<file path="src/rtl/alu_cmd_seq.sv">
// alu_cmd_seq: buffers {a, b, op} commands in a small FIFO and feeds them one at a
// time to an external combinational ALU through registered operand/opcode outputs.
// Each result is captured one cycle after issue and held until the downstream
// side takes it.
// Optional feature: define ALU_CMD_SEQ_ZERO_FLAG_EN to add the res_zero output,
// which is captured alongside res_data and is high when the ALU result is zero.
module alu_cmd_seq #(
   parameter int DEPTH = 4
) (
   input  logic       clk,
   input  logic       rst,
   input  logic       cmd_valid,
   output logic       cmd_ready,
   input  logic [3:0] cmd_a,
   input  logic [3:0] cmd_b,
   input  logic [2:0] cmd_op,
   output logic [3:0] alu_a,
   output logic [3:0] alu_b,
   output logic [2:0] alu_op,
   input  logic [3:0] alu_out,
   output logic       res_valid,
   input  logic       res_ready,
   output logic [3:0] res_data,
   output logic [2:0] res_op,
`ifdef ALU_CMD_SEQ_ZERO_FLAG_EN
   output logic       res_zero,
`endif
   output logic       busy
);

   localparam int          AW       = $clog2(DEPTH);
   localparam logic [AW:0] FULL_CNT = (AW + 1)'(DEPTH);

   typedef struct packed {
      logic [3:0] a;
      logic [3:0] b;
      logic [2:0] op;
   } cmd_t;

   typedef enum logic [1:0] {
      IDLE  = 2'd0,
      ISSUE = 2'd1,
      HOLD  = 2'd2
   } state_t;

   cmd_t          mem [DEPTH];
   cmd_t          head;
   logic [AW-1:0] wr_ptr;
   logic [AW-1:0] rd_ptr;
   logic [AW:0]   count;
   state_t        state;
   logic          push;
   logic          pop;

   // Handshake and pop decisions are pure functions of registered state and inputs.
   assign cmd_ready = (count != FULL_CNT);
   assign push      = cmd_valid && cmd_ready;
   assign pop       = (count != '0) &&
                      ((state == IDLE) || ((state == HOLD) && res_valid && res_ready));
   assign head      = mem[rd_ptr];
   assign busy      = (count != '0) || (state != IDLE);

   // Command storage: write the incoming command at the write pointer.
   // NOTE: the storage array has no reset; count and the pointers decide which
   // entries are live, so stale contents are never read out.
   always_ff @(posedge clk) begin
      if (push) begin
         mem[wr_ptr] <= '{a: cmd_a, b: cmd_b, op: cmd_op};
      end
   end

   // FIFO bookkeeping: pointers wrap naturally at DEPTH (a power of two).
   // NOTE: sequential state uses non-blocking assignments so every register
   // samples pre-edge values regardless of statement order.
   always_ff @(posedge clk) begin
      if (rst) begin
         wr_ptr <= '0;
         rd_ptr <= '0;
         count  <= '0;
      end else begin
         if (push) wr_ptr <= wr_ptr + 1'b1;
         if (pop)  rd_ptr <= rd_ptr + 1'b1;
         case ({push, pop})
            2'b10:   count <= count + 1'b1;
            2'b01:   count <= count - 1'b1;
            default: count <= count;
         endcase
      end
   end

   // Sequencer: IDLE waits for a queued command, ISSUE lets the ALU settle for one
   // cycle, HOLD keeps the captured result until it is accepted downstream.
   always_ff @(posedge clk) begin
      if (rst) begin
         state     <= IDLE;
         alu_a     <= '0;
         alu_b     <= '0;
         alu_op    <= '0;
         res_valid <= 1'b0;
         res_data  <= '0;
         res_op    <= '0;
`ifdef ALU_CMD_SEQ_ZERO_FLAG_EN
         res_zero  <= 1'b0;
`endif
      end else begin
         case (state)
            IDLE: begin
               if (pop) begin
                  alu_a  <= head.a;
                  alu_b  <= head.b;
                  alu_op <= head.op;
                  state  <= ISSUE;
               end
            end
            ISSUE: begin
               res_data  <= alu_out;
               res_op    <= alu_op;
               res_valid <= 1'b1;
`ifdef ALU_CMD_SEQ_ZERO_FLAG_EN
               res_zero  <= (alu_out == 4'd0);
`endif
               state     <= HOLD;
            end
            HOLD: begin
               if (res_valid && res_ready) begin
                  res_valid <= 1'b0;
                  if (pop) begin
                     alu_a  <= head.a;
                     alu_b  <= head.b;
                     alu_op <= head.op;
                     state  <= ISSUE;
                  end else begin
                     state  <= IDLE;
                  end
               end
            end
            default: state <= IDLE;
         endcase
      end
   end

endmodule
</file>
<file path="config.mk">
export PLATFORM = sky130hd
export DESIGN_NAME = alu_cmd_seq
export DESIGN_NICKNAME = d
export VERILOG_FILES = /design/src/rtl/alu_cmd_seq.sv
export SDC_FILE = /design/constraint.sdc
export NUM_CORES = 1
export LEC_CHECK = 0
export BUFFER_PORTS_ARGS = -buffer_cell sky130_fd_sc_hd__buf_2
export CAP_MARGIN = 20
export CORE_MARGIN = 10
export CORE_UTILIZATION = 59
export CTS_BUF_LIST = sky130_fd_sc_hd__clkbuf_8
export CTS_CLUSTER_DIAMETER = 50
export CTS_CLUSTER_SIZE = 28
export DETAILED_ROUTE_END_ITERATION = 8
export PLACE_DENSITY = 0.85
export SYNTH_ARGS = -nofsm -noshare
export SYNTH_HDL_FRONTEND = slang
export SYNTH_SLANG_ARGS = --single-unit
</file>
<file path="constraint.sdc">
create_clock -name clk -period 3.3 [get_ports clk]
set_clock_uncertainty 0.15 [all_clocks]
set_input_delay 0.66 -clock clk [delete_from_list [all_inputs] [get_ports clk]]
set_output_delay 0.66 -clock clk [all_outputs]
set_load 0.005 [all_outputs]
</file>
==> metrics.txt <==
# TYPE chip_impl_metric gauge
chip_impl_info{name="run_status",value="completed"} 1
chip_impl_metric{name="post-route-min-period",unit="ps"} 2650
chip_impl_info{name="commonest_non_fill_non_tap_cell_in_the_layout",value="sky130_fd_sc_hd__edfxtp_1"} 1
chip_impl_info{name="worstHoldPathType",value="reg -> reg"} 1
chip_impl_metric{name="antenna_cells_inserted",unit=""} 0
chip_impl_metric{name="synth_warnings",unit=""} 0
chip_impl_metric{name="grt_start_max_net_pins",unit=""} 31
chip_impl_metric{name="avgViaCountPerCell",unit=""} 5.62
chip_impl_metric{name="fp.dieArea",unit="um^2"} 8160
chip_impl_metric{name="synth_enable_flop_cells",unit=""} 44
chip_impl_metric{name="vdd.ir_drop.worst",unit="mV"} 0.511
chip_impl_metric{name="synth_fp_nets",unit=""} 231
chip_impl_metric{name="final.hold.worst_slack",unit="ps"} 307
chip_impl_metric{name="synth_simple_gate_area_share",unit=""} 0.0897
chip_impl_metric{name="floorplan.io_pins",unit=""} 40
chip_impl_info{name="clock_tree_from_tritoncts",value="built"} 1
chip_impl_metric{name="numPlacedInstances",unit=""} 299
chip_impl_metric{name="dp.final_hpwl",unit="um"} 3760
chip_impl_metric{name="core_area",unit="um^2"} 4750
chip_impl_info{name="most-common-layout-cells",value="sky130_fd_sc_hd__edfxtp_1, sky130_fd_sc_hd__buf_2, sky130_fd_sc_hd__dfxtp_1"} 1
chip_impl_metric{name="worstHoldPathCells",unit=""} 2
chip_impl_metric{name="grt_total_ovfl",unit=""} 0
chip_impl_info{name="worstSetupPathType",value="reg -> out"} 1
chip_impl_metric{name="timing.critical_path.fanout_max",unit=""} 13
chip_impl_metric{name="cts.sinks",unit=""} 74
chip_impl_metric{name="initial_antenna_violation_count",unit=""} 0
chip_impl_metric{name="clock_tree.htree_level_count",unit=""} 3
chip_impl_metric{name="worst_pin_slew",unit="ps"} 745
chip_impl_metric{name="grt_pass1_wl",unit="um"} 9230
chip_impl_metric{name="path_clk_slew",unit="ps"} 70
chip_impl_metric{name="remaining_drc_errors",unit=""} 0
chip_impl_metric{name="grt_use_total",unit=""} 0.143
chip_impl_metric{name="post_cts.resized_instances",unit=""} 0
chip_impl_metric{name="synth_seq_cells",unit=""} 74
chip_impl_metric{name="cap_viol_max_count",unit=""} 0
chip_impl_metric{name="syn_to_final_growth",unit="%"} 13.0
chip_impl_metric{name="share_seq_of_total_power",unit=""} 0.500
chip_impl_metric{name="fp.dieW",unit="um"} 90.3
chip_impl_metric{name="via_total_after_detailed_routing",unit=""} 1769
chip_impl_info{name="synthDominantAreaCellType",value="sky130_fd_sc_hd__edfxtp_1"} 1
chip_impl_info{name="largest_family_of_logic_cells_by_synthesized_area",value="compound AO/OA/AOI/OAI gates"} 1
chip_impl_metric{name="worstPathRequired",unit="ps"} 2490
chip_impl_metric{name="synth_area_per_cell",unit="um^2"} 14.2
chip_impl_metric{name="fmax",unit="MHz"} 377
chip_impl_metric{name="p_switching",unit="uW"} 877
chip_impl_metric{name="final_hold_viol_count",unit=""} 0
chip_impl_metric{name="p_comb_frac",unit=""} 0.285
chip_impl_metric{name="setup_total_negative_slack",unit="ps"} 0
chip_impl_metric{name="routed_len_inst",unit="um"} 17.2
chip_impl_metric{name="cts.hold.buffers_added",unit=""} 0
chip_impl_metric{name="period_share",unit=""} 0.804
chip_impl_metric{name="reg2reg_depth",unit=""} 6
chip_impl_metric{name="synth.cell_area",unit="um^2"} 2920
chip_impl_metric{name="critPathArrivalTime",unit="ps"} 1840
chip_impl_info{name="worst_setup_path_end_kind",value="output pin"} 1
chip_impl_metric{name="cts.path.max_buffers",unit=""} 2
chip_impl_info{name="cp-start-kind",value="flop"} 1
chip_impl_metric{name="vias_in_the_first_global_route",unit=""} 1839
chip_impl_info{name="rsz0062_at_grt",value="false"} 1
chip_impl_metric{name="synth_xor_xnor_area_share",unit=""} 0.00601
chip_impl_metric{name="synth_compound_gate_area_share",unit=""} 0.0931
chip_impl_metric{name="muxShareOfSynthArea",unit=""} 0.0922
chip_impl_metric{name="p_leak",unit="nW"} 1.22
chip_impl_metric{name="violation_count_after_the_first_detailed_route_iteration",unit=""} 161
chip_impl_metric{name="detailedRoute.firstPassIterationCount",unit=""} 4
chip_impl_metric{name="drt.antenna.violating_nets",unit=""} 0
chip_impl_metric{name="gp_routability_congestion",unit=""} 0.729
chip_impl_metric{name="internal_portion_of_total_power",unit="mW"} 1.79
chip_impl_metric{name="synth_fa_ha_area_frac",unit=""} 0.0283
chip_impl_metric{name="drive_gt1_frac",unit=""} 0.278
chip_impl_metric{name="post-synth-top-area-fraction",unit=""} 0.453
chip_impl_metric{name="p_sw_frac",unit=""} 0.329
chip_impl_metric{name="synth_sequential_area_ratio",unit=""} 0.659
chip_impl_info{name="clock-root-buffer",value="sky130_fd_sc_hd__clkbuf_8"} 1
chip_impl_metric{name="post-cts-setup-buffers",unit=""} 0
chip_impl_info{name="ys.flop_type",value="sky130_fd_sc_hd__edfxtp_1"} 1
chip_impl_metric{name="ys_async_rst_share",unit=""} 0
chip_impl_metric{name="timing_max_transition_violations_final",unit=""} 0
chip_impl_metric{name="synth_cell_type_count",unit=""} 37
chip_impl_metric{name="placementRows",unit=""} 25
chip_impl_info{name="synth_area_leaders",value="sky130_fd_sc_hd__edfxtp_1, sky130_fd_sc_hd__dfxtp_1, sky130_fd_sc_hd__mux4_2"} 1
chip_impl_metric{name="cts_made_buffers",unit=""} 9
chip_impl_metric{name="routed_wirelength",unit="um"} 5420
chip_impl_metric{name="placement.io_buffers",unit=""} 39
chip_impl_metric{name="postSynthCellCount",unit=""} 206
chip_impl_metric{name="floorplan.initialDensity",unit=""} 0.613
chip_impl_metric{name="finalNetCount",unit=""} 268
chip_impl_metric{name="fin_cells",unit=""} 315
chip_impl_metric{name="maxSlewHeadroom",unit=""} 0.502
chip_impl_metric{name="insertion_delay",unit="ps"} 340
chip_impl_metric{name="setup_viol",unit=""} 0
chip_impl_metric{name="clock_power_share",unit=""} 0.215
chip_impl_metric{name="fp.dieH",unit="um"} 90.3
chip_impl_metric{name="finalCoreUtilization",unit=""} 0.693
chip_impl_metric{name="power.density",unit="nW/um^2"} 809
==> stage by stage <==
step / area [um^2] / power (mW) / worst slack (ps)
floorplan: 2920 / 1.87 / 784
global route: 3300 / 2.85 / 541
global placement: 3130 / 2.08 / 877
detailed placement: 3130 / 2.12 / 834
finish: 3300 / 2.66 / 647
CTS: 3300 / 2.70 / 630
==> synth_stat cells, drive strengths merged, types with 3 or more instances <==
cell,number
edfxtp,44
dfxtp,30
a21oi,24
nand2,16
nand4,12
o31ai,12
mux4,11
buf,10
clkbuf,5
ha,5
and3,4
nor2,4
or3,3
==> layer usage <==
layer / track usage / wire [um]
met1: 0.161 / 2380
met2: 0.227 / 2650
met3: 0.0665 / 293
met4: 0.0610 / 98
met5: 0 / 0
==> sequential cells by signal, indices dropped and copies added, names as in the netlist, named ones only <==
| signal | flops |
|---|---|
| mem | 44 |
| alu_a | 4 |
| alu_b | 4 |
| res_data | 4 |
| alu_op | 3 |
| count | 3 |
| res_op | 3 |
| rd_ptr | 2 |
| state | 2 |
| wr_ptr | 2 |
| res_valid | 1 |
==> worst max-delay path: stages (launching register included) <==
cell	delay (ps)
sky130_fd_sc_hd__dfxtp_1	370
sky130_fd_sc_hd__or3_1	600
sky130_fd_sc_hd__or3_1	380
sky130_fd_sc_hd__buf_2	140
==> logic make-up after synthesis <==
logic type               Yosys count
multiplexers                      13
adder cells (fa/ha/maj)            6
AND/OR/NAND/NOR                   49
XOR/XNOR                           2
flip-flops                        74
AO/OA/AOI/OAI                     43
buffers and inverters             19
==> path summary, 6_finish.rpt <==
kind | slack [ps] | from | end
max | 650 | count[0]$_SDFFE_PP0P_ | busy
min | 310 | res_data[0]$_SDFFE_PP0P_ | res_data[0]$_SDFFE_PP0P_
min reg2reg | 310 | res_data[0]$_SDFFE_PP0P_ | res_data[0]$_SDFFE_PP0P_
max reg2reg | 950 | state[0]$_SDFFE_PP0P_ | count[2]$_SDFFE_PP0P_
==> cell type report <==
cell class | count | area [um^2]
Sequential cell | 74 | 1920
Fill cell | 347 | 1460
Multi-Input combinational cell | 113 | 902
Timing Repair Buffer | 41 | 210
Clock buffer | 9 | 124
Tap cell | 67 | 83.8
Clock inverter | 7 | 38.8
Inverter | 4 | 15.0
==> power groups by stage <==
| stage | Combinational (mW) | Sequential [mW] | Clock [mW] |
|---|---|---|---|
| 6_report | 0.760 | 1.33 | 0.574 |
| 5_1_grt | 0.849 | 1.36 | 0.636 |
| 4_1_cts | 0.772 | 1.34 | 0.587 |
| 3_5_place_dp | 0.766 | 1.35 | 0 |
| 3_3_place_gp | 0.742 | 1.34 | 0 |
| 2_1_floorplan | 0.611 | 1.26 | 0 |
Note: power is estimated with default switching activity, not from simulation.
